[src/rtl/com_multichannel.sv]
// Multi-channel centre-of-mass engine: per-frame x/y sums and pixel counts per mask channel,
// snapshotted on frame end and divided by one shared restoring divider.
module com_multichannel #(
    parameter int NUM_CH     = 2,
    parameter int X_W        = 11,
    parameter int Y_W        = 10,
    parameter int CNT_W      = 21,
    parameter int MIN_PIXELS = 16
) (
    input  logic                  clk_in,
    input  logic                  rst_in,
    input  logic [X_W-1:0]        x_in,
    input  logic [Y_W-1:0]        y_in,
    input  logic [NUM_CH-1:0]     valid_in,
    input  logic                  tabulate_in,
    output logic [NUM_CH*X_W-1:0] x_com,
    output logic [NUM_CH*Y_W-1:0] y_com,
    output logic [NUM_CH-1:0]     found,
    output logic                  valid_com,
    output logic                  busy,
    output logic                  overrun
);

    localparam int SX_W = X_W + CNT_W;
    localparam int SY_W = Y_W + CNT_W;
    localparam int CH_W = (NUM_CH > 1) ? $clog2(NUM_CH) : 1;
    localparam int BC_W = $clog2(SX_W);
    localparam logic [CNT_W-1:0] CNT_MAX  = {CNT_W{1'b1}};
    localparam logic [CNT_W-1:0] CNT_MIN  = CNT_W'(MIN_PIXELS);
    localparam logic [BC_W-1:0]  LAST_BIT = BC_W'(SX_W - 1);
    localparam logic [CH_W-1:0]  LAST_CH  = CH_W'(NUM_CH - 1);

    typedef enum logic [1:0] {IDLE, LOAD, DIV, DONE} state_t;
    state_t state_reg, state_next;

    logic [SX_W-1:0]  acc_x_reg    [NUM_CH];
    logic [SY_W-1:0]  acc_y_reg    [NUM_CH];
    logic [CNT_W-1:0] acc_cnt_reg  [NUM_CH];
    logic [SX_W-1:0]  tot_x        [NUM_CH];
    logic [SY_W-1:0]  tot_y        [NUM_CH];
    logic [CNT_W-1:0] tot_cnt      [NUM_CH];
    logic [SX_W-1:0]  snap_x_reg   [NUM_CH];
    logic [SY_W-1:0]  snap_y_reg   [NUM_CH];
    logic [CNT_W-1:0] snap_cnt_reg [NUM_CH];
    logic [X_W-1:0]   res_x_reg    [NUM_CH];
    logic [Y_W-1:0]   res_y_reg    [NUM_CH];
    logic [NUM_CH-1:0] take;

    logic [CH_W-1:0]  ch_reg;
    logic [BC_W-1:0]  bit_reg;
    logic [SX_W-1:0]  quo_x_reg, quo_y_reg, quo_x_next, quo_y_next;
    logic [CNT_W-1:0] rem_x_reg, rem_y_reg, rem_x_next, rem_y_next, div_reg;
    logic [CNT_W:0]   shift_x, shift_y;

    // Running totals including this cycle's pixel; a saturated channel stops accumulating.
    always_comb begin
        take = '0;
        for (int c = 0; c < NUM_CH; c++) begin
            take[c]    = valid_in[c] && (acc_cnt_reg[c] != CNT_MAX);
            tot_x[c]   = acc_x_reg[c] + (take[c] ? SX_W'(x_in) : '0);
            tot_y[c]   = acc_y_reg[c] + (take[c] ? SY_W'(y_in) : '0);
            tot_cnt[c] = acc_cnt_reg[c] + (take[c] ? CNT_W'(1) : '0);
        end
    end

    always_ff @(posedge clk_in or negedge rst_in) begin
        if (!rst_in) begin
            for (int c = 0; c < NUM_CH; c++) begin
                acc_x_reg[c]    <= '0;
                acc_y_reg[c]    <= '0;
                acc_cnt_reg[c]  <= '0;
                snap_x_reg[c]   <= '0;
                snap_y_reg[c]   <= '0;
                snap_cnt_reg[c] <= '0;
            end
        end else begin
            for (int c = 0; c < NUM_CH; c++) begin
                // Frame end always restarts the accumulators, even when the frame is dropped.
                acc_x_reg[c]   <= tabulate_in ? '0 : tot_x[c];
                acc_y_reg[c]   <= tabulate_in ? '0 : tot_y[c];
                acc_cnt_reg[c] <= tabulate_in ? '0 : tot_cnt[c];
                if (tabulate_in && state_reg == IDLE) begin
                    snap_x_reg[c]   <= tot_x[c];
                    snap_y_reg[c]   <= tot_y[c];
                    snap_cnt_reg[c] <= tot_cnt[c];
                end
            end
        end
    end

    always_ff @(posedge clk_in or negedge rst_in) begin
        if (!rst_in) state_reg <= IDLE;
        else         state_reg <= state_next;
    end

    always_comb begin
        state_next = state_reg;
        case (state_reg)
            IDLE: if (tabulate_in) state_next = LOAD;
            LOAD: state_next = DIV;
            DIV:  if (bit_reg == LAST_BIT) state_next = (ch_reg == LAST_CH) ? DONE : LOAD;
            DONE: state_next = IDLE;
            default: state_next = IDLE;
        endcase
    end

    assign busy = (state_reg != IDLE);

    // One restoring-division step for x and y against the shared divisor.
    always_comb begin
        shift_x = {rem_x_reg, quo_x_reg[SX_W-1]};
        shift_y = {rem_y_reg, quo_y_reg[SX_W-1]};
        if (shift_x >= {1'b0, div_reg}) begin
            rem_x_next = CNT_W'(shift_x - {1'b0, div_reg});
            quo_x_next = {quo_x_reg[SX_W-2:0], 1'b1};
        end else begin
            rem_x_next = shift_x[CNT_W-1:0];
            quo_x_next = {quo_x_reg[SX_W-2:0], 1'b0};
        end
        if (shift_y >= {1'b0, div_reg}) begin
            rem_y_next = CNT_W'(shift_y - {1'b0, div_reg});
            quo_y_next = {quo_y_reg[SX_W-2:0], 1'b1};
        end else begin
            rem_y_next = shift_y[CNT_W-1:0];
            quo_y_next = {quo_y_reg[SX_W-2:0], 1'b0};
        end
    end

    always_ff @(posedge clk_in or negedge rst_in) begin
        if (!rst_in) begin
            ch_reg    <= '0;
            bit_reg   <= '0;
            quo_x_reg <= '0;
            quo_y_reg <= '0;
            rem_x_reg <= '0;
            rem_y_reg <= '0;
            div_reg   <= '0;
            x_com     <= '0;
            y_com     <= '0;
            found     <= '0;
            valid_com <= 1'b0;
            overrun   <= 1'b0;
            for (int c = 0; c < NUM_CH; c++) begin
                res_x_reg[c] <= '0;
                res_y_reg[c] <= '0;
            end
        end else begin
            valid_com <= 1'b0;
            overrun   <= tabulate_in && (state_reg != IDLE);
            case (state_reg)
                IDLE: ch_reg <= '0;
                LOAD: begin
                    quo_x_reg <= snap_x_reg[ch_reg];
                    quo_y_reg <= SX_W'(snap_y_reg[ch_reg]);
                    rem_x_reg <= '0;
                    rem_y_reg <= '0;
                    div_reg   <= snap_cnt_reg[ch_reg];
                    bit_reg   <= '0;
                end
                DIV: begin
                    quo_x_reg <= quo_x_next;
                    quo_y_reg <= quo_y_next;
                    rem_x_reg <= rem_x_next;
                    rem_y_reg <= rem_y_next;
                    bit_reg   <= bit_reg + BC_W'(1);
                    if (bit_reg == LAST_BIT) begin
                        res_x_reg[ch_reg] <= quo_x_next[X_W-1:0];
                        res_y_reg[ch_reg] <= quo_y_next[Y_W-1:0];
                        if (ch_reg != LAST_CH) ch_reg <= ch_reg + CH_W'(1);
                    end
                end
                DONE: begin
                    valid_com <= 1'b1;
                    for (int c = 0; c < NUM_CH; c++) begin
                        // Too few or saturated pixels: keep the previous centroid, report not found.
                        if (snap_cnt_reg[c] >= CNT_MIN && snap_cnt_reg[c] != CNT_MAX) begin
                            x_com[c*X_W +: X_W] <= res_x_reg[c];
                            y_com[c*Y_W +: Y_W] <= res_y_reg[c];
                            found[c]            <= 1'b1;
                        end else begin
                            found[c] <= 1'b0;
                        end
                    end
                end
                default: ;
            endcase
        end
    end

endmodule
[config.mk]
export PLATFORM = sky130hd
export DESIGN_NAME = com_multichannel
export DESIGN_NICKNAME = d
export VERILOG_FILES = /design/src/rtl/com_multichannel.sv
export SDC_FILE = /design/constraint.sdc
export NUM_CORES = 1
export LEC_CHECK = 0
export BUFFER_PORTS_ARGS = -buffer_cell sky130_fd_sc_hd__buf_2
export CAP_MARGIN = 20
export CORE_MARGIN = 1.5
export CORE_UTILIZATION = 55
export DETAILED_ROUTE_END_ITERATION = 12
export MAX_ROUTING_LAYER = met4
export PLACE_DENSITY = 0.72
export SLEW_MARGIN = 20
export SYNTH_ARGS = -nofsm -noshare
export SYNTH_HDL_FRONTEND = slang
export SYNTH_SLANG_ARGS = --single-unit
[constraint.sdc]
create_clock -name clk_in -period 5.37 [get_ports clk_in]
set_input_delay 0.8055 -clock clk_in [delete_from_list [all_inputs] [get_ports clk_in]]
set_output_delay 0.8055 -clock clk_in [all_outputs]
set_load 0.03 [all_outputs]
Word level (Yosys, flattened, before mapping):

Index checks and enable logic that the tools add are counted.

* bits in registers: 559
* input port bits: 26
* output and inout bits: 47
* logic and storage cells: 120

* eq/ne operators: 10
* add/sub/neg operators: 10
* muxes and demuxes: 46
* bitwise logic cells: 1
* reductions and logical operators: 16
* $lt $le $gt $ge: 6

Operators by type and width (number)
* $mux 32: 5
* $mux 31: 5
* $mux 21: 7
* $pmux 32 s2: 2
* $ne 21x21->1 const B: 4
* $pmux 21 s2: 2
* $add 32x11->32: 2
* $add 31x10->31: 2
* $ge 22x21->1: 2
* $add 21x1->21: 2
* $ge 21x5->1 const B: 2
* $sub 21x21->21: 2
* $mux 11: 3
* $mux 10: 3
* $bwmux 22: 1
* $bwmux 20: 1
* $demux 11 s1: 1
* $demux 10 s1: 1
* $pmux 5 s2: 1
* $reduce_and 2->1: 5
* $mux 1: 9
* $pmux 2 s4: 1
* $logic_and 1x1->1: 7
* $mux 2: 3
* other kinds (12): 16

Longest topological paths before layout:

* word-level depth: 6
* depth in mapped cells: 17
* gate-level depth less buffers: 16

Worst setup path before layout:

OpenSTA, ideal clock, no wires.

* kind: flip-flop to flip-flop
* start point: reg acc_cnt_reg[27] (netlist bit)
* end point: reg snap_x_reg[58] (netlist bit)
* setup slack: 1.474 ns
* stages on the path, launching flop included: 17
* setup time: 0.130 ns
* arrival time: 3.766 ns
* cell sequence: dfrtp_1 and3_1 and3_1 and4_1 nand2_1 o41a_1 clkbuf_1 and2_1 fa_1 a21o_1 a21oi_1 o21ai_0 a2111oi_0 nor3_1 nand4_1 xor2_1 o21ai_0

* cells in the longest elaborated chain, start to end: 4

RTL lines
* from (decl): RTL line 38 `logic [CNT_W-1:0] acc_cnt_reg [NUM_CH];`
* from (signal, indexed assignment): RTL line 81 `acc_cnt_reg[c] <= tabulate_in ? '0 : tot_cnt[c];`
* $ne 21x21->1: RTL line 59 `take[c] = valid_in[c] && (acc_cnt_reg[c] != CNT_MAX);`
* $logic_and 1x1->1: RTL line 59
* $mux 11: RTL line 60 `tot_x[c] = acc_x_reg[c] + (take[c] ? SX_W'(x_in) : '0);`
* $add 32x11->32: RTL line 60
* to (signal, indexed assignment): RTL line 83 `snap_x_reg[c] <= tot_x[c];`
* to (decl): RTL line 42 `logic [SX_W-1:0] snap_x_reg [NUM_CH];`

Every way passes these cells.
A chain may end at the register's enable or synchronous reset.

Worst setup path in the final report:

* start point: reg acc_cnt_reg[27] (netlist bit)
* end point: reg snap_x_reg[60] (netlist bit)

Same word-level chain as after synthesis.

==> qor.csv <==
metric;value;unit
Final period util;0.857;
# DRC;0;
worst skew pair latency;630;ps
number of global-route vias before repair;19600;
synthesized flop and latch total;559;
Post-CTS Repair Setup Buffers;0;
WL per Instance;18.1;um
crit path to;snap_x_reg[60]$_DFFE_PN0P_;
H-tree depth;2;
Die ar.;0.0512;mm2
worst endpoint required time;5850;ps
FFs w/ async S/R, synth;1.00;
Die W;226;um
Synth-to-Final Area Change;10.9;%
CP endpoint kind;flop;
Final GP Congestion;0.893;
endpoints failing setup;0;
Longest Clk Path Bufs;3;
commonest non-fill, non-tap cell in the layout;dfrtp_1;
unrepaired setup endpoints after global routing;false;
Syn Std Cell Area;0.0274;mm2
std cell rows;81;
post-route ant nets;0;
synth unique cells;63;
Pwr Total;13.2;mW
Worst R2R End;snap_x_reg[60]$_DFFE_PN0P_;
Final nets;2816;
Max VDD drop;339;uV
Die Ht;226;um
DR pass1 iterations;5;
cts bufs inserted;58;
skew final;23.5;ps
core area;0.0491;mm2
hpwl dp;40800;um
Switching Share;0.345;
CTS root buffer;clkbuf_16;
post-CTS resize count;0;
initial antenna violation count;1;
combinational fraction of design power;0.303;
CP Max Fanout;12;
Max-slew headroom;0.258;
share of power burned in registers;0.381;
fillers;3967;
Pwr per Cell Area;433;mW/mm2
RR Startpoint;acc_cnt_reg[27]$_DFF_PN0_;
CP Launch Point;acc_cnt_reg[27]$_DFF_PN0_;
total number of vias;19500;
Max-Cap Viols;0;
Reg2Reg Depth;16;
first-pass GRT wire length;101000;um
Clk pwr share;0.315;
I/O pins;73;
Slew Limit Fails;0;
layout cells sized above 1;0.130;
Slew @ Worst Pin;1110;ps
leak pwr;14.2;nW
worst hold slack;209;ps
Main synth FF type;dfrtp_1;
CTS Sinks;559;
Final Cell Area;0.0304;mm2
clock period minus worst slack;4600;ps
Worst-path clk slew;60;ps
Ys Warns;0;
switching pwr;4.53;mW
DRT Wirelength;61500;um
Tot GR Track Use;0.252;
synthesized instance count;2669;
R2R setup slack;770;ps
initial core utilization;0.559;
status;finished, final reports clean;
grt ovf;0;
dpl cell area;0.0284;mm2
critical path launch point type;flop;
most frequent cells in the layout;dfrtp_1, nand2_1, o21ai_0;
worst min path class;input pin to asynchronous set/reset pin;
vias per inst;5.74;
Peak Freq;217;MHz
IO Port Bufs;72;
syn nets;2795;
Hold Buf Count CTS;0;
Int Power;8.63;mW
DRT iter0 DRCs;1438;
Data arrival, critical path;5080;ps
register area share after synthesis;0.510;
CTS tree;done;
kind of critical path;flop to flop;
largest net degree at the start of global routing;126;
post-route setup TNS;0;ps
Post-Syn Area per Cell;10.3;um2
Post-synth EDFFs;0;
Fin. Hold Viols;0;
-- logic make-up (layout without fill, tap and decap cells) --
kind of cell	after synthesis	count (layout)	synth area share
simple gates	847	847	0.141
flops	559	559	0.510
compound gates	511	511	0.110
mux	271	271	0.106
buf+inv	200	269	0.0279
xor+xnor	181	181	0.0578
fa+ha+maj	100	100	0.0472
other cells	0	1	0
-- layer usage --
| metal | up-vias | share of wire | global-route usage |
|---|---|---|---|
| li1 | 9316 | - | - |
| met1 | 9739 | 0.47 | 0.344 |
| met2 | 407 | 0.47 | 0.401 |
| met3 | 81 | 0.046 | 0.0328 |
| met4 | 0 | 0.017 | 0.0613 |
| met5 | - | 0 | - |
-- stage by stage --
step	setup WS (ps)	std cells	util
floorplan	1470	2669	-
global placement	773	3294	0.579
detailed placement	726	3294	0.580
CTS	715	3402	0.620
global route	386	3403	0.620
finish	769	3403	0.620
-- final cells by class --
type / count / area [um2] / share of cell area
multi-input cells: 1910 / 12700 / 0.419
clock inverters: 18 / 244 / 0.00802
repair buffers: 95 / 621 / 0.0204
diodes: 1 / 2.50 / 0.0000822
well taps: 664 / 831 / 0.0273
flip-flops and latches: 559 / 14000 / 0.460
inverters: 66 / 248 / 0.00814
clock buffers: 90 / 1750 / 0.0576
-- power groups by stage --
stage	sequential [mW]	combinational [mW]	clock (mW)
global placement	5.07	3.83	0
floorplan	4.98	2.97	0
detailed placement	5.09	3.96	0
CTS	5.02	3.98	4.24
finish	5.02	3.99	4.15
global route	5.08	4.40	4.40
-- critical path, stage by stage, from the launching register on --
cell and delay (ps):
dfrtp_1 390, and3_1 200, and3_1 220, and4_1 250, nand2_1 100, o41a_1 600
and2_1 240, ha_1 210, fa_1 410, a21o_1 170, a21oi_1 270, o21ai_0 210
a2111oi_0 500, nor3_2 220, nand4_1 160, xor2_1 200, o21ai_0 120
-- synthesized netlist by cell type (7+ instances only) --
cell type / number / share of area
dfrtp_1: 559 / 0.51
nand2_1: 304 / 0.042
o21ai_0: 266 / 0.049
nor2_1: 239 / 0.033
mux2_2: 154 / 0.063
mux2i_1: 116 / 0.042
clkbuf_1: 110 / 0.015
xor2_1: 105 / 0.034
ha_1: 94 / 0.043
a21oi_1: 92 / 0.017
nand3_1: 77 / 0.014
xnor2_1: 76 / 0.024
inv_1: 66 / 0.0090
and2_1: 50 / 0.011
nand4_1: 46 / 0.010
and3_1: 42 / 0.0096
o2bb2ai_1: 24 / 0.0077
nor2b_1: 22 / 0.0050
a21o_1: 21 / 0.0057
nor3_1: 19 / 0.0035
buf_1: 18 / 0.0025
nor4_1: 16 / 0.0036
o21a_1: 15 / 0.0041
o21bai_1: 13 / 0.0036
o31ai_1: 10 / 0.0027
a211oi_1: 9 / 0.0025
a31oi_1: 9 / 0.0021
nor3b_1: 7 / 0.0019
or3_1: 7 / 0.0016
-- how the worst min path moves through the flow --
stage,startpoint,endpoint,slack (ps),depth (start not counted)
after CTS,rst_in,rem_y_reg[7]$_DFFE_PN0P_,260,1
after global routing,rst_in,rem_y_reg[6]$_DFFE_PN0P_,300,1
final,rst_in,rem_y_reg[6]$_DFFE_PN0P_,210,1
after global placement,res_y_reg[0]$_DFFE_PN0P_,res_y_reg[0]$_DFFE_PN0P_,460,2
after floorplan,res_x_reg[0]$_DFFE_PN0P_,res_x_reg[0]$_DFFE_PN0P_,450,2
after detailed placement,snap_x_reg[37]$_DFFE_PN0P_,snap_x_reg[37]$_DFFE_PN0P_,470,2
(Power assumes the default switching activity.)
